<file path="config.mk">
export PLATFORM = sky130hd
export DESIGN_NAME = muldiv_sequencer_flat
export DESIGN_NICKNAME = d
export VERILOG_FILES = /design/src/rtl/muldiv_sequencer_pkg.sv /design/src/rtl/muldiv_sequencer_if.sv /design/src/rtl/muldiv_sequencer.sv /design/src/flat_wrapper.sv
export SDC_FILE = /design/constraint.sdc
export NUM_CORES = 1
export LEC_CHECK = 0
export CAP_MARGIN = 5
export CORE_MARGIN = 2
export CORE_UTILIZATION = 45
export DETAILED_ROUTE_END_ITERATION = 16
export GPL_TIMING_DRIVEN = 0
export PLACE_DENSITY_LB_ADDON = 0.12
export REMOVE_ABC_BUFFERS = 1
export SLEW_MARGIN = 20
export SYNTH_ARGS = -nofsm -noshare
export SYNTH_HDL_FRONTEND = slang
export SYNTH_SLANG_ARGS = --single-unit
</file>
<file path="constraint.sdc">
create_clock -name clk -period 4 [get_ports clk]
set_input_delay 1 -clock clk [delete_from_list [all_inputs] [get_ports clk]]
set_output_delay 1 -clock clk [all_outputs]
set_load 0.03 [all_outputs]
</file>
<file path="src/rtl/muldiv_sequencer_pkg.sv">
// Shared encodings for the multiply/divide command path and the sequencer FSM.
package muldiv_sequencer_pkg;

  // Command encoding shared with the mult/div unit's command input.
  typedef enum logic [1:0] {
    OP_NONE = 2'd0,
    OP_DIV  = 2'd1,
    OP_MULT = 2'd2,
    OP_RSVD = 2'd3
  } op_e;

  typedef enum logic [1:0] {
    IDLE    = 2'd0,
    RUN     = 2'd1,
    CAPTURE = 2'd2
  } state_e;

  localparam int unsigned MULT_CYCLES_DEF = 32;
  localparam int unsigned DIV_CYCLES_DEF  = 32;
  localparam int unsigned CNT_W_DEF       = 6;

endpackage

</file>
<file path="src/rtl/muldiv_sequencer_if.sv">
// Control-unit and mult/div-unit signals of the sequencer, bundled.
// master: the sequencer itself; slave: control unit plus mult/div unit.
interface muldiv_sequencer_if;
  import muldiv_sequencer_pkg::*;

  logic        op_valid;
  op_e         op;
  logic [31:0] opnd_b;
  op_e         unit_ctrl;
  logic [31:0] unit_hi;
  logic [31:0] unit_lo;
  logic        unit_div0;
  logic        busy;
  logic        done;
  logic        div0_exc;
  logic        rd_sel;
  logic [31:0] rd_data;

  modport master (
    input  op_valid, op, opnd_b, unit_hi, unit_lo, unit_div0, rd_sel,
    output unit_ctrl, busy, done, div0_exc, rd_data
  );

  modport slave (
    output op_valid, op, opnd_b, unit_hi, unit_lo, unit_div0, rd_sel,
    input  unit_ctrl, busy, done, div0_exc, rd_data
  );

endinterface

</file>
<file path="src/rtl/muldiv_sequencer.sv">
// Initiator side of the multiply/divide unit: sequences one operation at a
// time, holds the architectural HI/LO and flags divide-by-zero.
//
//   state   | meaning
//   --------+---------------------------------------------------------
//   IDLE    | waiting for a request; zero-divisor DIV rejected here
//   RUN     | command driven to the unit, counter running down to 0
//   CAPTURE | command held; next edge writes HI/LO and pulses done
module muldiv_sequencer
  import muldiv_sequencer_pkg::*;
#(
  parameter int unsigned MULT_CYCLES = MULT_CYCLES_DEF,
  parameter int unsigned DIV_CYCLES  = DIV_CYCLES_DEF,
  parameter int unsigned CNT_W       = CNT_W_DEF
) (
  input  logic                clk,
  input  logic                reset,   // asynchronous, active low
  muldiv_sequencer_if.master  mdu
);

  state_e            r_state;
  logic [CNT_W-1:0]  r_cnt;
  op_e               r_ctrl;
  logic [31:0]       r_hi;
  logic [31:0]       r_lo;
  logic              r_busy;
  logic              r_done;
  logic              r_div0;

  logic              w_b_zero;

  assign w_b_zero = (mdu.opnd_b == 32'd0);

  // Sequencer FSM with in-line down-counter and registered outputs.
  always_ff @(posedge clk or negedge reset) begin
    if (!reset) begin
      r_state <= IDLE;
      r_cnt   <= '0;
      r_ctrl  <= OP_NONE;
      r_hi    <= 32'd0;
      r_lo    <= 32'd0;
      r_busy  <= 1'b0;
      r_done  <= 1'b0;
      r_div0  <= 1'b0;
    end else begin
      r_done <= 1'b0;
      r_div0 <= 1'b0;
      case (r_state)
        IDLE: begin
          if (mdu.op_valid) begin
            if (mdu.op == OP_MULT) begin
              r_cnt   <= CNT_W'(MULT_CYCLES - 1);
              r_ctrl  <= OP_MULT;
              r_busy  <= 1'b1;
              r_state <= RUN;
            end else if (mdu.op == OP_DIV) begin
              if (w_b_zero) begin
                // Rejected before the unit ever sees a command.
                r_div0 <= 1'b1;
              end else begin
                r_cnt   <= CNT_W'(DIV_CYCLES - 1);
                r_ctrl  <= OP_DIV;
                r_busy  <= 1'b1;
                r_state <= RUN;
              end
            end
          end
        end
        RUN: begin
          // A unit-reported divide-by-zero wins over reaching terminal count.
          if (mdu.unit_div0) begin
            r_state <= IDLE;
            r_cnt   <= '0;
            r_ctrl  <= OP_NONE;
            r_busy  <= 1'b0;
            r_div0  <= 1'b1;
          end else if (r_cnt == '0) begin
            r_state <= CAPTURE;
          end else begin
            r_cnt <= r_cnt - CNT_W'(1);
          end
        end
        CAPTURE: begin
          r_hi    <= mdu.unit_hi;
          r_lo    <= mdu.unit_lo;
          r_done  <= 1'b1;
          r_busy  <= 1'b0;
          r_ctrl  <= OP_NONE;
          r_state <= IDLE;
        end
        default: begin
          r_state <= IDLE;
          r_ctrl  <= OP_NONE;
          r_busy  <= 1'b0;
        end
      endcase
    end
  end

  assign mdu.unit_ctrl = r_ctrl;
  assign mdu.busy      = r_busy;
  assign mdu.done      = r_done;
  assign mdu.div0_exc  = r_div0;
  // Reads straight from the registers, so the value written on the done
  // edge is already visible during the done cycle.
  assign mdu.rd_data   = mdu.rd_sel ? r_hi : r_lo;

endmodule

</file>
<file path="src/flat_wrapper.sv">
// flat-port wrapper written by rule: the top's interface ports become plain ports
module muldiv_sequencer_flat import muldiv_sequencer_pkg::*;
#(
  parameter int unsigned MULT_CYCLES = MULT_CYCLES_DEF,
  parameter int unsigned DIV_CYCLES  = DIV_CYCLES_DEF,
  parameter int unsigned CNT_W       = CNT_W_DEF
)
  (clk, reset, mdu_op_valid, mdu_op, mdu_opnd_b, mdu_unit_hi, mdu_unit_lo, mdu_unit_div0, mdu_rd_sel, mdu_unit_ctrl, mdu_busy, mdu_done, mdu_div0_exc, mdu_rd_data);
  muldiv_sequencer_if mdu_i ();
  input  logic clk;
  input  logic reset;
  input wire logic [$bits(mdu_i.op_valid)-1:0] mdu_op_valid;
  input wire logic [$bits(mdu_i.op)-1:0] mdu_op;
  input wire logic [$bits(mdu_i.opnd_b)-1:0] mdu_opnd_b;
  input wire logic [$bits(mdu_i.unit_hi)-1:0] mdu_unit_hi;
  input wire logic [$bits(mdu_i.unit_lo)-1:0] mdu_unit_lo;
  input wire logic [$bits(mdu_i.unit_div0)-1:0] mdu_unit_div0;
  input wire logic [$bits(mdu_i.rd_sel)-1:0] mdu_rd_sel;
  output wire logic [$bits(mdu_i.unit_ctrl)-1:0] mdu_unit_ctrl;
  output wire logic [$bits(mdu_i.busy)-1:0] mdu_busy;
  output wire logic [$bits(mdu_i.done)-1:0] mdu_done;
  output wire logic [$bits(mdu_i.div0_exc)-1:0] mdu_div0_exc;
  output wire logic [$bits(mdu_i.rd_data)-1:0] mdu_rd_data;
  assign mdu_i.op_valid = mdu_op_valid;
  assign mdu_i.op = mdu_op;
  assign mdu_i.opnd_b = mdu_opnd_b;
  assign mdu_i.unit_hi = mdu_unit_hi;
  assign mdu_i.unit_lo = mdu_unit_lo;
  assign mdu_i.unit_div0 = mdu_unit_div0;
  assign mdu_i.rd_sel = mdu_rd_sel;
  assign mdu_unit_ctrl = mdu_i.unit_ctrl;
  assign mdu_busy = mdu_i.busy;
  assign mdu_done = mdu_i.done;
  assign mdu_div0_exc = mdu_i.div0_exc;
  assign mdu_rd_data = mdu_i.rd_data;
  muldiv_sequencer #(.MULT_CYCLES(MULT_CYCLES), .DIV_CYCLES(DIV_CYCLES), .CNT_W(CNT_W)) u_core (.clk(clk), .reset(reset), .mdu(mdu_i));
endmodule
</file>
==> impl_metrics.json <==
{
  "status": "finished, final reports clean",
  "use_met2_pct": 31.9,
  "grt_pass1_vias": 2650,
  "worstReg2RegStart": "u_core.r_state[1]",
  "cts_buffer_depth": 2,
  "grt_max_degree": 58,
  "synth-edff-count": 0,
  "ys.flop_type": "dfrtp_1",
  "gr-usage-met1_pct": 23.8,
  "dpl_cell_area_um2": 5060,
  "layout_common_cells": "clkdlybuf4s50_1 (137), mux2_2 (96), dfrtp_1 (77)",
  "gp_congestion": 0.869,
  "maxCapViolations": 0,
  "initial_core_util_pct": 46.0,
  "die_height_um": 92.4,
  "num_io_pins": 140,
  "power_density_nw_per_um2": 409,
  "ys_warn_count": 0,
  "path_class": "in2out",
  "viasPerCell": 5.20,
  "worst_skew_pair.late_latency_ps": 350,
  "wire_per_inst_um": 15.8,
  "final_nets": 502,
  "path_max_fanout": 29,
  "p_leak_nw": 2.44,
  "dr_total_vias": 2623,
  "ctsResizeCount": 0,
  "startpoint": "mdu_rd_sel",
  "drv_slew": 0,
  "antenna_found_initial": 0,
  "dp_hpwl_mm": 5.74,
  "fin_crit_sh_pct": 84.3,
  "setup-violations-final": 0,
  "min_from": "u_core.mdu.busy",
  "root_buffer": "clkbuf_8",
  "yosysTopAreaCell": "dfrtp_1",
  "dieWidth_um": 92.4,
  "final_core_utilization_pct": 69.4,
  "fin_area_um2": 5310,
  "drt_first_pass_iters": 4,
  "antennaDiodeCount": 0,
  "netlist.area_leader.share_pct": 54.8,
  "max_freq_mhz": 297,
  "rows": 32,
  "tightest_slew_ps": 988,
  "drive_gt1_share_pct": 30.6,
  "cts_tree": "built",
  "critPathLaunchType": "input port",
  "drtIter0Drc": 53,
  "fill_cells": 560,
  "end_kind": "output port",
  "p_total_w": 0.00217,
  "multi_input_area_um2": 1500,
  "wl_mm": 7.95,
  "grt_use_met3_pct": 3.34,
  "overflow": 0,
  "ir_drop_uv": 282,
  "finalHoldViolations": 0,
  "holdWs_ps": 504,
  "cts_buffers": 9,
  "io_buffers": 139,
  "cts_hold_buf": 0,
  "finalClockSkew_ps": 6.97,
  "cts.clk_slew.worst_paths_ps": 80,
  "layout.area.seq_um2": 1930,
  "ys_types": 30,
  "clock-sinks": 77,
  "syn_area_per_cell_um2": 13.7,
  "synth.ff_latch_count": 77,
  "h-tree-depth": 3,
  "setup_tns_ps": 0,
  "grt_usage_pct": 19.1,
  "dieArea_um2": 8540,
  "postRouteAntennaNets": 0,
  "rsz0062_at_grt": "false",
  "top_usage_layer": "met2",
  "cp.arrival_ps": 2370,
  "crit_required_ps": 3000,
  "grt_first_pass_wirelength_mm": 12.6,
  "worstHoldPathType": "reg2reg",
  "area_growth_pct": 51.0,
  "yosys-top-cells-area": "dfrtp_1 (55%), mux2_2 (31%), nor4_1 (1.6%), nor2_1 (1.2%), a21oi_1 (1.1%)",
  "drc": 0,
  "syn_area_um2": 3520,
  "min_period_ps": 3370,
  "ys_seq_area_share_pct": 54.8,
  "synthArstFlopShare_pct": 100,
  "slew_headroom_pct": 33.6,
  "layout_commonest_cell": "clkdlybuf4s50_1",
  "netlist_instances": 256,
  "cts_setup_buffers": 0,
  "coreArea_um2": 7650
}
final timing paths:
kind,endpoint,slack [ps],cells after the start
setup / recovery,mdu_rd_data[6],630,4
hold / removal,u_core.mdu.busy,500,1
setup reg to reg,u_core.r_hi[20],1830,5
hold reg to reg,u_core.mdu.busy,500,1
max in group asynchronous,u_core.r_lo[11],2900,2
min in group asynchronous,u_core.r_hi[28],530,1
critical path, stage by stage:
cell and delay, ps:
buf_2 160, buf_12 210, mux2_2 350, clkdlybuf4s50_1 630
final cells by class:
cell class / instances / area share, %
repair buffers: 143 / 27.9
clock inverters: 5 / 2.00
inverters: 7 / 0.495
multi-input cells: 159 / 28.3
well taps: 102 / 2.40
flip-flops and latches: 77 / 36.3
clock buffers: 11 / 2.66
cell usage after synthesis, drive strengths merged, types with 3 or more instances:
cell type	n
a211oi	5
inv	7
buf	10
a21oi	8
mux2	96
nor2	11
o22ai	3
nor3	5
nor4	9
clkbuf	3
dfrtp	77
sequential cells by signal (all words and copies together), names as in the netlist:
register	cells
u_core.r_lo	32
u_core.mdu.busy	1
u_core.r_cnt	6
u_core.mdu.done	1
u_core.r_hi	32
u_core.r_state	2
u_core.mdu.unit_ctrl	2
u_core.mdu.div0_exc	1
cell families after synthesis:
| group | after synthesis | share of synthesized area (%) |
|---|---|---|
| flip-flops | 77 | 54.8 |
| adder cells (fa/ha/maj) | 2 | 0.712 |
| AO/OA/AOI/OAI | 26 | 5.80 |
| multiplexers | 96 | 30.7 |
| AND/OR/NAND/NOR | 35 | 5.27 |
| buffers and inverters | 20 | 2.67 |
layer usage:
metal	vias to the layer above	wire length, um	share of wire, %
li1	1222	-	-
met1	1294	3350	42
met2	93	4040	51
met3	14	369	4.6
met4	0	194	2.4
met5	-	0	0
through the flow:
stage	worst slack, ps	std cells
6_report	629	504
5_1_grt	588	504
4_1_cts	621	504
3_5_place_dp	622	488
3_3_place_gp	-1260	484
2_1_floorplan	202	243
where the power goes:
part / switching (W) / internal, W / total, W
registers: 0.0000658 / 0.000868 / 0.000934
logic: 0.000236 / 0.000277 / 0.000513
clock network: 0.000291 / 0.000434 / 0.000725
Note: power is estimated with default switching activity, not from simulation.
